File: src/rtl/a2g_ctrl_rx_capture.sv
// Serial readback capture for the a2g control path: deserialises 32-bit frames into a
// small first-word-fall-through FIFO and publishes a registered status word and head word.
module a2g_ctrl_rx_capture #(
  parameter int unsigned FIFO_DEPTH  = 4,
  parameter int unsigned FIFO_AW     = 2,
  parameter int unsigned SYNC_STAGES = 2
) (
  input  logic        user_clk,
  input  logic        user_rst_n,
  input  logic        ser_sclk,
  input  logic        ser_sdata,
  input  logic        ser_cs_n,
  input  logic        pop_toggle,
  input  logic        clr_toggle,
  output logic [31:0] rx_status,
  output logic [31:0] rx_data
);

  typedef enum logic [1:0] {StIdle, StShift, StCommit} state_e;

  localparam logic [FIFO_AW:0] DepthCnt = (FIFO_AW + 1)'(FIFO_DEPTH);

  logic [SYNC_STAGES-1:0] sclk_sync_q, sdata_sync_q, cs_sync_q;
  logic                   sclk_prev_q, cs_prev_q;
  logic                   sclk_rise, cs_rise, cs_fall, sdata_s;

  state_e           state_q, state_d;
  logic [31:0]      shift_q, shift_d;
  logic [5:0]       bit_cnt_q, bit_cnt_d;
  logic             commit, ferr_set;

  logic [31:0]      mem_q [FIFO_DEPTH];
  logic [FIFO_AW-1:0] wr_ptr_q, rd_ptr_q;
  logic [FIFO_AW:0] count_q, count_d;
  logic             full, empty, pop_fire, push_ok, ovf_set;

  logic             init_q, pop_prev_q, clr_prev_q, pop_req_q, clr_det;
  logic             ovf_q, ferr_q;
  logic [7:0]       frames_ok_q;
  logic [31:0]      status_q, data_q;

  // cs_n synchroniser resets low so a frame in flight at reset is never picked up mid-way;
  // a genuine high-then-low sequence is needed before the next frame starts.
  always_ff @(posedge user_clk or negedge user_rst_n) begin
    if (!user_rst_n) begin
      sclk_sync_q  <= '0;
      sdata_sync_q <= '0;
      cs_sync_q    <= '0;
      sclk_prev_q  <= 1'b0;
      cs_prev_q    <= 1'b0;
    end else begin
      sclk_sync_q  <= {sclk_sync_q[SYNC_STAGES-2:0], ser_sclk};
      sdata_sync_q <= {sdata_sync_q[SYNC_STAGES-2:0], ser_sdata};
      cs_sync_q    <= {cs_sync_q[SYNC_STAGES-2:0], ser_cs_n};
      sclk_prev_q  <= sclk_sync_q[SYNC_STAGES-1];
      cs_prev_q    <= cs_sync_q[SYNC_STAGES-1];
    end
  end

  assign sclk_rise = sclk_sync_q[SYNC_STAGES-1] & ~sclk_prev_q;
  assign cs_rise   = cs_sync_q[SYNC_STAGES-1] & ~cs_prev_q;
  assign cs_fall   = ~cs_sync_q[SYNC_STAGES-1] & cs_prev_q;
  assign sdata_s   = sdata_sync_q[SYNC_STAGES-1];

  always_comb begin
    state_d   = state_q;
    shift_d   = shift_q;
    bit_cnt_d = bit_cnt_q;
    commit    = 1'b0;
    ferr_set  = 1'b0;
    unique case (state_q)
      StIdle: begin
        if (cs_fall) begin
          shift_d   = '0;
          bit_cnt_d = '0;
          state_d   = StShift;
        end
      end
      StShift: begin
        if (cs_rise) begin
          if (bit_cnt_q == 6'd32) begin
            state_d = StCommit;
          end else begin
            state_d  = StIdle;
            ferr_set = 1'b1;
          end
        end else if (sclk_rise) begin
          shift_d = {shift_q[30:0], sdata_s};
          // Saturate at 33 so a long burst of extra clocks cannot wrap back to 32.
          if (bit_cnt_q != 6'd33) bit_cnt_d = bit_cnt_q + 6'd1;
          if (bit_cnt_q == 6'd32) ferr_set = 1'b1;
        end
      end
      StCommit: begin
        commit  = 1'b1;
        state_d = StIdle;
      end
      default: state_d = StIdle;
    endcase
  end

  always_ff @(posedge user_clk or negedge user_rst_n) begin
    if (!user_rst_n) begin
      state_q   <= StIdle;
      shift_q   <= '0;
      bit_cnt_q <= '0;
    end else begin
      state_q   <= state_d;
      shift_q   <= shift_d;
      bit_cnt_q <= bit_cnt_d;
    end
  end

  assign full     = (count_q == DepthCnt);
  assign empty    = (count_q == '0);
  assign pop_fire = pop_req_q & ~empty;
  // A pop in the commit cycle frees a slot, so a full FIFO still accepts the word.
  assign push_ok  = commit & (~full | pop_fire);
  assign ovf_set  = commit & full & ~pop_fire;
  assign clr_det  = init_q & (clr_toggle != clr_prev_q);

  always_comb begin
    count_d = count_q;
    if (push_ok && !pop_fire) count_d = count_q + 1'b1;
    else if (!push_ok && pop_fire) count_d = count_q - 1'b1;
  end

  always_ff @(posedge user_clk) begin
    if (push_ok) mem_q[wr_ptr_q] <= shift_q;
  end

  always_ff @(posedge user_clk or negedge user_rst_n) begin
    if (!user_rst_n) begin
      init_q      <= 1'b0;
      pop_prev_q  <= 1'b0;
      clr_prev_q  <= 1'b0;
      pop_req_q   <= 1'b0;
      wr_ptr_q    <= '0;
      rd_ptr_q    <= '0;
      count_q     <= '0;
      ovf_q       <= 1'b0;
      ferr_q      <= 1'b0;
      frames_ok_q <= '0;
      status_q    <= 32'h1000_0000;
      data_q      <= '0;
    end else begin
      init_q      <= 1'b1;
      pop_prev_q  <= pop_toggle;
      clr_prev_q  <= clr_toggle;
      pop_req_q   <= init_q & (pop_toggle != pop_prev_q);
      if (push_ok) begin
        wr_ptr_q    <= wr_ptr_q + 1'b1;
        frames_ok_q <= frames_ok_q + 8'd1;
      end
      if (pop_fire) rd_ptr_q <= rd_ptr_q + 1'b1;
      count_q     <= count_d;
      ovf_q       <= ovf_set | (ovf_q & ~clr_det);
      ferr_q      <= ferr_set | (ferr_q & ~clr_det);
      status_q    <= {full, ovf_q, ferr_q, empty, 4'(count_q), frames_ok_q, 16'h0000};
      data_q      <= empty ? 32'h0 : mem_q[rd_ptr_q];
    end
  end

  assign rx_status = status_q;
  assign rx_data   = data_q;

endmodule

File: config.mk
export PLATFORM = sky130hd
export DESIGN_NAME = a2g_ctrl_rx_capture
export DESIGN_NICKNAME = d
export VERILOG_FILES = /design/src/rtl/a2g_ctrl_rx_capture.sv
export SDC_FILE = /design/constraint.sdc
export NUM_CORES = 1
export LEC_CHECK = 0
export CAP_MARGIN = 40
export CORE_UTILIZATION = 60
export DETAILED_ROUTE_END_ITERATION = 7
export PLACE_DENSITY = 0.79
export REMOVE_ABC_BUFFERS = 1
export SYNTH_ARGS = -nofsm -noshare
export SYNTH_HDL_FRONTEND = slang
export SYNTH_SLANG_ARGS = --single-unit
File: constraint.sdc
create_clock -name user_clk -period 4.98 [get_ports user_clk]
set_clock_uncertainty 0.1 [all_clocks]
set_input_delay 1.494 -clock user_clk [delete_from_list [all_inputs] [get_ports user_clk]]
set_output_delay 1.494 -clock user_clk [all_outputs]
set_load 0.05 [all_outputs]
* Word-level counts from Yosys, hierarchy flattened
Memory sizes are Yosys's and may differ from the RTL's.
Index checks and enable logic that the tools add are counted.
** Storage, ports and cells
- Bits in latches :: 0
- Bits in registers :: 116
- Memories :: 1
- Memory bits (writable) :: 128
- Logic and storage cells :: 95
- Memory bits (read-only) :: 0
** Memories
- mem_q :: words 4, bits a word 32, read ports 1, clocked after Yosys merged registers in 0, write ports 1, RTL line 32 : logic [31:0] mem_q [FIFO_DEPTH];
** Cells by class
- Div/mod/pow operators :: 0
- Order comparisons :: 0
- Add/sub/neg operators :: 6
- Eq/ne operators :: 12
- Reductions and logical operators :: 11
- Shifts and indexed selects :: 0
- Bitwise operators :: 21
- Muxes and demuxes :: 24
- Multipliers :: 0
** Operators by type and width (count)
- 32-bit 2-to-1 mux :: 4
- 32-bit one-hot mux with 2 select lines :: 1
- 6-bit 2-to-1 mux :: 4
- 6-bit one-hot mux with 2 select lines :: 1
- 1-bit bitwise AND :: 11
- 2-bit inequality test (second input constant) :: 5
- 8-bit by 1-bit adder with 8-bit output (second input constant) :: 1
- 1-bit 2-to-1 mux :: 8
- 1-bit NOT :: 7
- 6-bit by 1-bit adder with 6-bit output (second input constant) :: 1
- 6-bit == test (second input constant) :: 1
- 2-bit 2-to-1 mux :: 3
- 3-bit 2-to-1 mux :: 2
- 6-bit inequality test (second input constant) :: 1
- 5-bit AND reduction :: 1
- 2-bit by 1-bit adder with 2-bit output (second input constant) :: 2
- 2-bit one-hot mux with 2 select lines :: 1
- 4-bit AND reduction :: 1
- 2-bit nonzero test :: 2
- 3-bit by 1-bit adder with 3-bit output (second input constant) :: 1
- 3-bit == test (second input constant) :: 1
- 3-bit zero test :: 1
- 1-bit OR :: 3
- 3-bit by 1-bit subtractor with 3-bit output (second input constant) :: 1
- other kinds (7) :: 10

* Longest topological paths before layout
Gate-level depths: netlist of run 1.
- Depth after elaboration :: 9
- Depth in mapped cells :: 9
- Depth with buffers taken out :: 8

* Worst setup path after synthesis of run 1
No wires, ideal clock.
- Path type :: register -> register
- From :: register count_q[2]
- To :: memory mem_q[0][0], enable pin
- Library setup time :: 0.392 ns
- Arrival :: 1.952 ns
- Slack :: 2.535 ns
- Data required time :: 4.488 ns
- Cell stages (with the launch flop) :: 5
- Path through :: dfrtp_1 -> nor4b_1 -> nor3b_2 -> buf_2 -> and2_1
** On the way
- Word-level cells in the longest chain between the ends :: 7
- Elaborated cells between the ends (all ways) :: 9
- Those cells by class :: eq/ne: 1; mux: 2; bitwise: 5; reduce/logical: 1
** RTL lines
- start, declared :: RTL line 34 : logic [FIFO_AW:0] count_q, count_d;
- start signal, assigned :: RTL line 156 : count_q <= count_d;
- 3-bit zero test :: RTL line 115 : assign empty = (count_q == '0);
- 1-bit NOT :: RTL line 116 : assign pop_fire = pop_req_q & ~empty;
- 1-bit bitwise AND :: RTL line 116
- 1-bit OR * :: RTL line 118 : assign push_ok = commit & (~full | pop_fire);
- 1-bit bitwise AND * :: RTL line 118
- via push_ok :: RTL line 35 : logic full, empty, pop_fire, push_ok, ovf_set;
- 1-bit 2-to-1 mux * :: RTL line 129 : if (push_ok) mem_q[wr_ptr_q] <= shift_q;
- 1-bit 2-to-1 mux (not written as such) * :: RTL line 129
- end, declared :: RTL line 32
The timed path passes the listed nets; every way through them passes the cells marked *.

* Worst setup path after layout of run 1
- From :: register status_q[28] (netlist: rx_status[28])
- To :: output port rx_status[28]
** RTL lines
- start, declared :: RTL line 40 : logic [31:0] status_q, data_q;
- start signal, assigned :: RTL line 159 : status_q <= {full, ovf_q, ferr_q, empty, 4'(count_q), frames_ok_q, 16'h0000};
- end, declared :: RTL line 15 : output logic [31:0] rx_status,
No word-level cell between the ends.

==> results of run 1 <==
-- cell usage in the layout (no fill, tap or decap), drive strengths merged --
cell | synthesis | final
clkinv | 0 | 6
and3 | 3 | 3
edfxtp | 128 | 128
clkdlybuf4s50 | 0 | 52
xnor2 | 11 | 11
and2 | 7 | 7
nand3 | 37 | 37
nand4 | 5 | 5
dfrtp | 115 | 115
a22o | 2 | 2
buf | 29 | 15
inv | 7 | 7
fa | 1 | 1
o21ai | 1 | 1
xor2 | 6 | 6
a32o | 1 | 1
clkbuf | 12 | 36
conb | 2 | 18
nor2b | 37 | 37
nand2b | 3 | 3
bufinv | 0 | 1
a21oi | 1 | 1
clkinvlp | 0 | 1
mux2i | 1 | 1
ha | 9 | 9
nand3b | 1 | 1
nor4b | 3 | 3
a31oi | 1 | 1
a31o | 1 | 1
nor2 | 6 | 6
mux4 | 32 | 32
nor3 | 3 | 3
mux2 | 5 | 5
nand2 | 70 | 70
nor3b | 2 | 2
a211oi | 1 | 1
dfstp | 1 | 1
-- stage by stage --
step	hold WS (ns)	worst slack (ns)	utilization, %
final	0.249	1.58	72.2
after detailed placement	0.239	2.11	66.8
after global placement	0.233	1.95	66.4
after global routing	0.263	1.54	72.2
after CTS	0.255	1.55	72.2
after floorplan	0.231	1.29	-
-- synthesized netlist by cell type, types with 2 or more instances --
library cell  number
xor2_1             6
clkbuf_1          12
and3_1             3
and2_1             7
nand2_1           70
nand3_1           37
mux2_2             4
a22o_1             2
conb_1             2
nand4_1            5
nor2_1             6
nor4b_1            2
mux4_2            32
dfrtp_1          115
buf_4             18
buf_2              9
inv_1              7
nand2b_1           3
xnor2_1           11
ha_1               9
nor3_1             3
nor2b_1           37
edfxtp_1         128
buf_1              2
-- cell families after synthesis --
kind of cell	share of synthesized area, %
compound gates	0.733
xor+xnor	1.65
fa+ha+maj	1.47
buf+inv	2.86
flops	74.6
mux	8.70
other cells	0.0830
simple gates	9.93
-- power breakdown --
group / internal, mW / switching, mW
Sequential: 2.14 / 0.0247
Combinational: 0.0349 / 0.104
Clock: 1.05 / 0.713
Total: 3.22 / 0.842
-- routing by layer --
metal	vias to the layer above	global-route usage, %
met1	2362	26.6
met2	156	36.2
met4	0	7.48
met5	-	0
li1	2054	-
met3	38	3.61
-- final cells by class --
class	count	area [um2]
clock buffer	36	718
clock inverter	8	65.1
fill	879	4070
inverter	7	26.3
multi-input combinational	268	2110
sequential	244	6750
tap	184	230
timing repair buffer	67	681
-- worst min-delay path by stage --
| stage | to | slack [ns] |
|---|---|---|
| 6_report | sclk_sync_q[1] | 0.25 |
| 5_1_grt | sclk_sync_q[1] | 0.26 |
| 4_1_cts | sclk_sync_q[1] | 0.25 |
| 3_5_place_dp | cs_sync_q[1] | 0.24 |
| 3_3_place_gp | sclk_sync_q[1] | 0.23 |
| 2_1_floorplan | cs_sync_q[1] | 0.23 |
-- state kept, by name, indices dropped and copies added (netlist names), 2 cells and up --
signal and cells:
frames_ok_q 8, sclk_sync_q 2, rx_data 32, wr_ptr_q 2
sdata_sync_q 2, bit_cnt_q 6, cs_sync_q 2, mem_q 128
state_q 2, rx_status 15, rd_ptr_q 2, count_q 3
shift_q 32
==> results.toml, run 1 <==
[clocking]
cts_setup_buffers = 0
clock-sinks = 244
cts_tree = "done"
cts_hold_buf = 0
clk_path_buf_depth = 3
clock_latency_ns = 0.51
h-tree-depth = 1
clk_pin_slew_worst_paths_ns = 0.06
root_buffer = "clkbuf_16"
numCtsBuffers = 24
cts_resized = 0

[setup_path]
r2r_cells = 9
r2r-end = "count_q[2]"
start_kind = "flop"
r2r_start = "count_q[1]"
crit_buf_inv = 1
critPathSlowestCell = "clkdlybuf4s50_1"
worst-path-max-fanout = 1
criticalPathCategory = "flop to primary output"
arrival_ns = 1.81
worstPathCellList = "clkdlybuf4s50_1"
reg2reg_slack_ns = 2.43
required_ns = 3.39
cpLargestDelayFamily = "buffers and inverters"
endpoint_kind = "primary output"
critical_path.startpoint = "rx_status[28]"
cp.depth = 1
slowest_delay_ns = 0.79
endpoint = "rx_status[28]"

[routing]
met1Wirelength_um = 5990
maxUsedRoutingLayer = "met4"
ant_nets = 0
drc = 16
route.met3.wl_um = 838
wl_per_cell_um = 18.6
wl_met2_um = 7870
drt_iter0_drc = 362
totalWireLength_um = 15100
vias = 4610
dr.pass1.iters = 7
viasPerCell = 5.66

[floorplanning]
fp.coreArea_mm2 = 0.0146
die_area_mm2 = 0.0156
ios = 71
dieHeight_um = 125
start_util_pct = 61.8
die_w_um = 125
num_rows = 44

[timing]
worstMarginPinSlew_ns = 0.854
timing.setup.tns_ns = 0
min_period_ns = 3.40
finalSetupViolCount = 0
rsz0062_at_grt = "no"
post-route-period-util_pct = 68.3
max_freq_mhz = 294
maxSlewViolCount = 0
slew-limit-headroom_pct = 43.0
hold_violations = 0

[pwr]
p_leak_nw = 4.24
power_mw = 4.06
power-per-cell-area_mw_per_mm2 = 384
irDropWorstVdd_uv = 298

[hold_path]
min_from = "sclk_sync_q[0]"
hold_depth = 0
hold_path_class = "flop to flop"

[run_status]
failed_checks = "design-rule violations"
status = "finished with violations"

[logic_synthesis]
yosys_warnings = 0
synth_cell_types = 38
ys_seq_area_share_pct = 74.6
synthCells = 544
syn_area_mm2 = 0.00905
yosysTopAreaCell = "edfxtp_1"
asyncSetResetFlopFracSynth_pct = 47.5
avgSynthCellArea_um2 = 16.6
netlist_top_cells_area = "edfxtp_1, dfrtp_1, mux4_2"
synth_top_area_share_pct = 42.5
synth_edf_count = 128
ys_dominant_reg_cell = "edfxtp_1"
synth-seq-cells = 244

[global_routing]
grt_pass1_wl_um = 25000
grt-ovfl-total = 0
grt_pass1_vias = 4860
grt_max_degree = 56
globalRouteTotalUtil_pct = 20.8
antenna_found_initial = 0

[placed_design]
routabilityCongestion = 0.718
dp_hpwl_um = 8540
place_area_mm2 = 0.00979
port-buffer-count = 53
placed_cells = 769

[finish]
antennaDiodeCount = 0
syn_to_final_growth_pct = 16.9
num-nets-final = 629
final_area_mm2 = 0.0106
drive_gt1_share_pct = 14.9
instances_no_fill = 814

[flow_run]
maxCapViolations = 0
No activity file was read; power rests on OpenSTA's default activity.
==> run 2: changes to the inputs <==
CORE_UTILIZATION = 57   (was 60)
PLACE_DENSITY = 0.75   (was 0.79)
clock period = 3.3 ns   (was 4.98 ns; I/O delays follow)
==> results.toml, run 2 (synthesis gave the netlist of run 1 again) <==
[run_status]
status = "finished, final reports clean"

[setup_path]
start_kind = "flop"
reg2reg_slack_ns = 1.01
arrival_ns = 1.80
criticalPathCategory = "flop to primary output"
crit_buf_inv = 1
required_ns = 2.21
worst-path-max-fanout = 1
worstPathCellList = "clkdlybuf4s50_1"
slowest_delay_ns = 0.79
critPathSlowestCell = "clkdlybuf4s50_1"
cpLargestDelayFamily = "buffers and inverters"
endpoint_kind = "primary output"

[routing]
ant_nets = 0
wl_per_cell_um = 17.9
dr.pass1.iters = 4
viasPerCell = 5.32
vias = 4478
drc = 0
totalWireLength_um = 15100
drt_iter0_drc = 353

[clocking]
cts_setup_buffers = 0
cts_tree = "done"
clock_latency_ns = 0.51
clock-sinks = 244
cts_hold_buf = 0
root_buffer = "clkbuf_16"
clk_pin_slew_worst_paths_ns = 0.06
numCtsBuffers = 25
cts_resized = 0
clk_path_buf_depth = 3
h-tree-depth = 1

[timing]
whs_ns = 0.247
post-route-period-util_pct = 87.6
layout_setup_ws_ns = 0.408
finalSetupViolCount = 0
min_period_ns = 2.89
timing.setup.tns_ns = 0
worstMarginPinSlew_ns = 0.564
slew-limit-headroom_pct = 61.9
hold_violations = 0
maxSlewViolCount = 0
rsz0062_at_grt = "no"
max_freq_mhz = 346

[finish]
final_cell_mix = "edfxtp_1, dfrtp_1, nand2_1, clkdlybuf4s50_1, nand3_1"
syn_to_final_growth_pct = 16.9
antennaDiodeCount = 0
drive_gt1_share_pct = 14.8
final_common_cell = "edfxtp_1"
largest_register = "mem_q"
num-nets-final = 629
instances_no_fill = 841
largest_reg_flops = 128

[placed_design]
port-buffer-count = 53
routabilityCongestion = 0.717
placed_cells = 795
post-place-ws_ns = 0.535
dp_hpwl_um = 8100

[global_routing]
grt_max_degree = 66
globalRouteTotalUtil_pct = 19.7
grt-ovfl-total = 0
antenna_found_initial = 0
grt_pass1_wl_um = 24400
grt_pass1_vias = 4737

[floorplanning]
fp.coreArea_mm2 = 0.0154
dieHeight_um = 128
ios = 71
die_area_mm2 = 0.0164
start_util_pct = 58.9
num_rows = 45
die_w_um = 128

[pwr]
power-per-cell-area_mw_per_mm2 = 579
irDropWorstVdd_uv = 396
p_leak_nw = 4.17

[hold_path]
hold_path_class = "flop to flop"

[flow_run]
maxCapViolations = 0
run 2: final cells by class:
cell class	instances	area (um2)
clock buffers	37	711
clock inverters	8	67.6
fillers	1009	4790
inverters	7	26.3
multi-input cells	268	2110
flip-flops and latches	244	6750
well taps	211	264
repair buffers	66	651
run 2: metrics by stage:
| stage | area (um2) | total power, mW | util, % |
|---|---|---|---|
| after global routing | 10600 | 6.33 | 68.8 |
| final | 10600 | 6.13 | 68.8 |
| after floorplan | 8870 | 3.45 | - |
| after CTS | 10600 | 6.18 | 68.8 |
| after detailed placement | 9790 | 3.54 | 63.7 |
| after global placement | 9790 | 3.53 | 63.7 |
run 2: report_power, final:
| part | internal (mW) | leakage [nW] | switching, mW |
|---|---|---|---|
| registers | 3.23 | 2.70 | 0.0396 |
| clock network | 1.57 | 0.386 | 1.08 |
| logic | 0.0495 | 1.09 | 0.156 |
run 2: final timing paths:
path / from / end / cells past startpoint
min reg2reg: sclk_sync_q[0] / sclk_sync_q[1] / 0
min: sclk_sync_q[0] / sclk_sync_q[1] / 0
max: rx_status[28] / rx_status[28] / 1
max reg2reg: count_q[0] / count_q[1] / 6
min in group asynchronous: user_rst_n / rx_data[10] / 1
max in group asynchronous: user_rst_n / rd_ptr_q[0] / 2
run 2: routing by layer:
metal,wire length [um],global-route usage [%],part of all wire (%)
met1,6250,26.3,41
met2,7640,33.7,51
met3,921,3.26,6.1
met4,244,5.95,1.6
met5,0,0,0
run 2: worst register-to-register path: cells and delay by family, from the launching register on:
family | cells | cell delay [ns]
buf+inv | 1 | 0.08
mux | 1 | 0.27
fa+ha+maj | 2 | 0.64
simple gates | 2 | 0.62
flops | 1 | 0.47
==> run 3: changes to the inputs <==
SLEW_MARGIN = 20   (was not set)
==> results.toml, run 3 (synthesis gave the netlist of run 1 again) <==
[hold_path]
hold_path_class = "flop to flop"
hold_depth = 0
hold_end = "sclk_sync_q[1]"
min_from = "sclk_sync_q[0]"

[floorplanning]
fp.coreArea_mm2 = 0.0154
dieHeight_um = 128
die_w_um = 128
ios = 71
num_rows = 45
start_util_pct = 58.9
die_area_mm2 = 0.0164

[setup_path]
required_ns = 2.21
criticalPathCategory = "flop to primary output"
worst-path-max-fanout = 1
critPathSlowestCell = "clkdlybuf4s50_1"
r2r_start = "count_q[0]"
start_kind = "flop"
arrival_ns = 1.80
worstPathCellList = "clkdlybuf4s50_1"
r2r_cells = 6
r2r-end = "count_q[1]"
cpLargestDelayFamily = "buffers and inverters"
slowest_delay_ns = 0.79
endpoint_kind = "primary output"
crit_buf_inv = 1
reg2reg_slack_ns = 1.00

[routing]
ant_nets = 0
drc = 0
drt_iter0_drc = 340
totalWireLength_um = 15000
wl_per_cell_um = 17.9
vias = 4486
dr.pass1.iters = 5
viasPerCell = 5.33

[clocking]
cts_resized = 0
cts_tree = "done"
clk_path_buf_depth = 3
cts_hold_buf = 0
root_buffer = "clkbuf_16"
cts_setup_buffers = 0
clock-sinks = 244
clk_pin_slew_worst_paths_ns = 0.06
numCtsBuffers = 25
h-tree-depth = 1
clock_latency_ns = 0.51

[global_routing]
grt-ovfl-total = 0
globalRouteTotalUtil_pct = 19.7
antenna_found_initial = 0
grt_pass1_wl_um = 24400
grt_pass1_vias = 4737
grt_max_degree = 66

[timing]
max_freq_mhz = 346
slew-limit-headroom_pct = 61.9
hold_violations = 0
rsz0062_at_grt = "no"
min_period_ns = 2.89
worstMarginPinSlew_ns = 0.564
maxSlewViolCount = 0
finalSetupViolCount = 0
post-route-period-util_pct = 87.6

[flow_run]
maxCapViolations = 0

[finish]
largest_register = "mem_q"
final_common_cell = "edfxtp_1"
instances_no_fill = 841
syn_to_final_growth_pct = 16.9
drive_gt1_share_pct = 14.8
largest_reg_flops = 128
antennaDiodeCount = 0
final_cell_mix = "edfxtp_1, dfrtp_1, nand2_1, clkdlybuf4s50_1, nand3_1"
num-nets-final = 629
final_area_mm2 = 0.0106

[pwr]
power-per-cell-area_mw_per_mm2 = 579
power_mw = 6.12
irDropWorstVdd_uv = 396
p_leak_nw = 4.17

[placed_design]
placed_cells = 795
port-buffer-count = 53
routabilityCongestion = 0.717
dp_hpwl_um = 8100
place_area_mm2 = 0.00979

[run_status]
status = "finished, final reports clean"
run 3: cell counts in the layout (fill, tap and decap cells not counted):
No cell type changed its count.
run 3: worst max path at each step:
stage | from | slack (ns) | end | cells after the start
3_3_place_gp | count_q[2] | 0.67 | count_q[2] | 8
3_5_place_dp | count_q[0] | 0.53 | count_q[2] | 8
6_report | rx_status[28] | 0.41 | rx_status[28] | 1
5_1_grt | rx_status[28] | 0.37 | rx_status[28] | 1
2_1_floorplan | count_q[0] | -0.39 | count_q[2] | 8
4_1_cts | rx_status[28] | 0.39 | rx_status[28] | 1
run 3: cell type report:
cell class / count / area (um2)
Clock inverter: 8 / 67.6
Sequential cell: 244 / 6750
Multi-Input combinational cell: 268 / 2110
Inverter: 7 / 26.3
Timing Repair Buffer: 66 / 651
Clock buffer: 37 / 711
Tap cell: 211 / 264
Fill cell: 1007 / 4790
run 3: where the power goes:
part | switching [mW] | internal [mW]
registers | 0.0396 | 3.23
clock network | 1.08 | 1.57
logic | 0.157 | 0.0495
total | 1.27 | 4.85
run 3: layer usage:
metal	up-vias	share of wire, %	wire (um)	global-route usage, %
li1	2047	-	-	-
met1	2292	42	6300	26.3
met2	125	51	7650	33.7
met3	22	5.5	821	3.26
met4	0	1.6	244	5.95
met5	-	0	0	0
run 3: per-stage QoR:
stage | setup TNS, ns | hold slack [ns] | setup WS, ns | utilization, %
after global placement | 0 | 0.233 | 0.673 | 63.7
after detailed placement | 0 | 0.236 | 0.535 | 63.7
after floorplan | -0.951 | 0.231 | -0.389 | -
after CTS | 0 | 0.249 | 0.387 | 68.8
final | 0 | 0.247 | 0.410 | 68.8
after global routing | 0 | 0.262 | 0.366 | 68.8
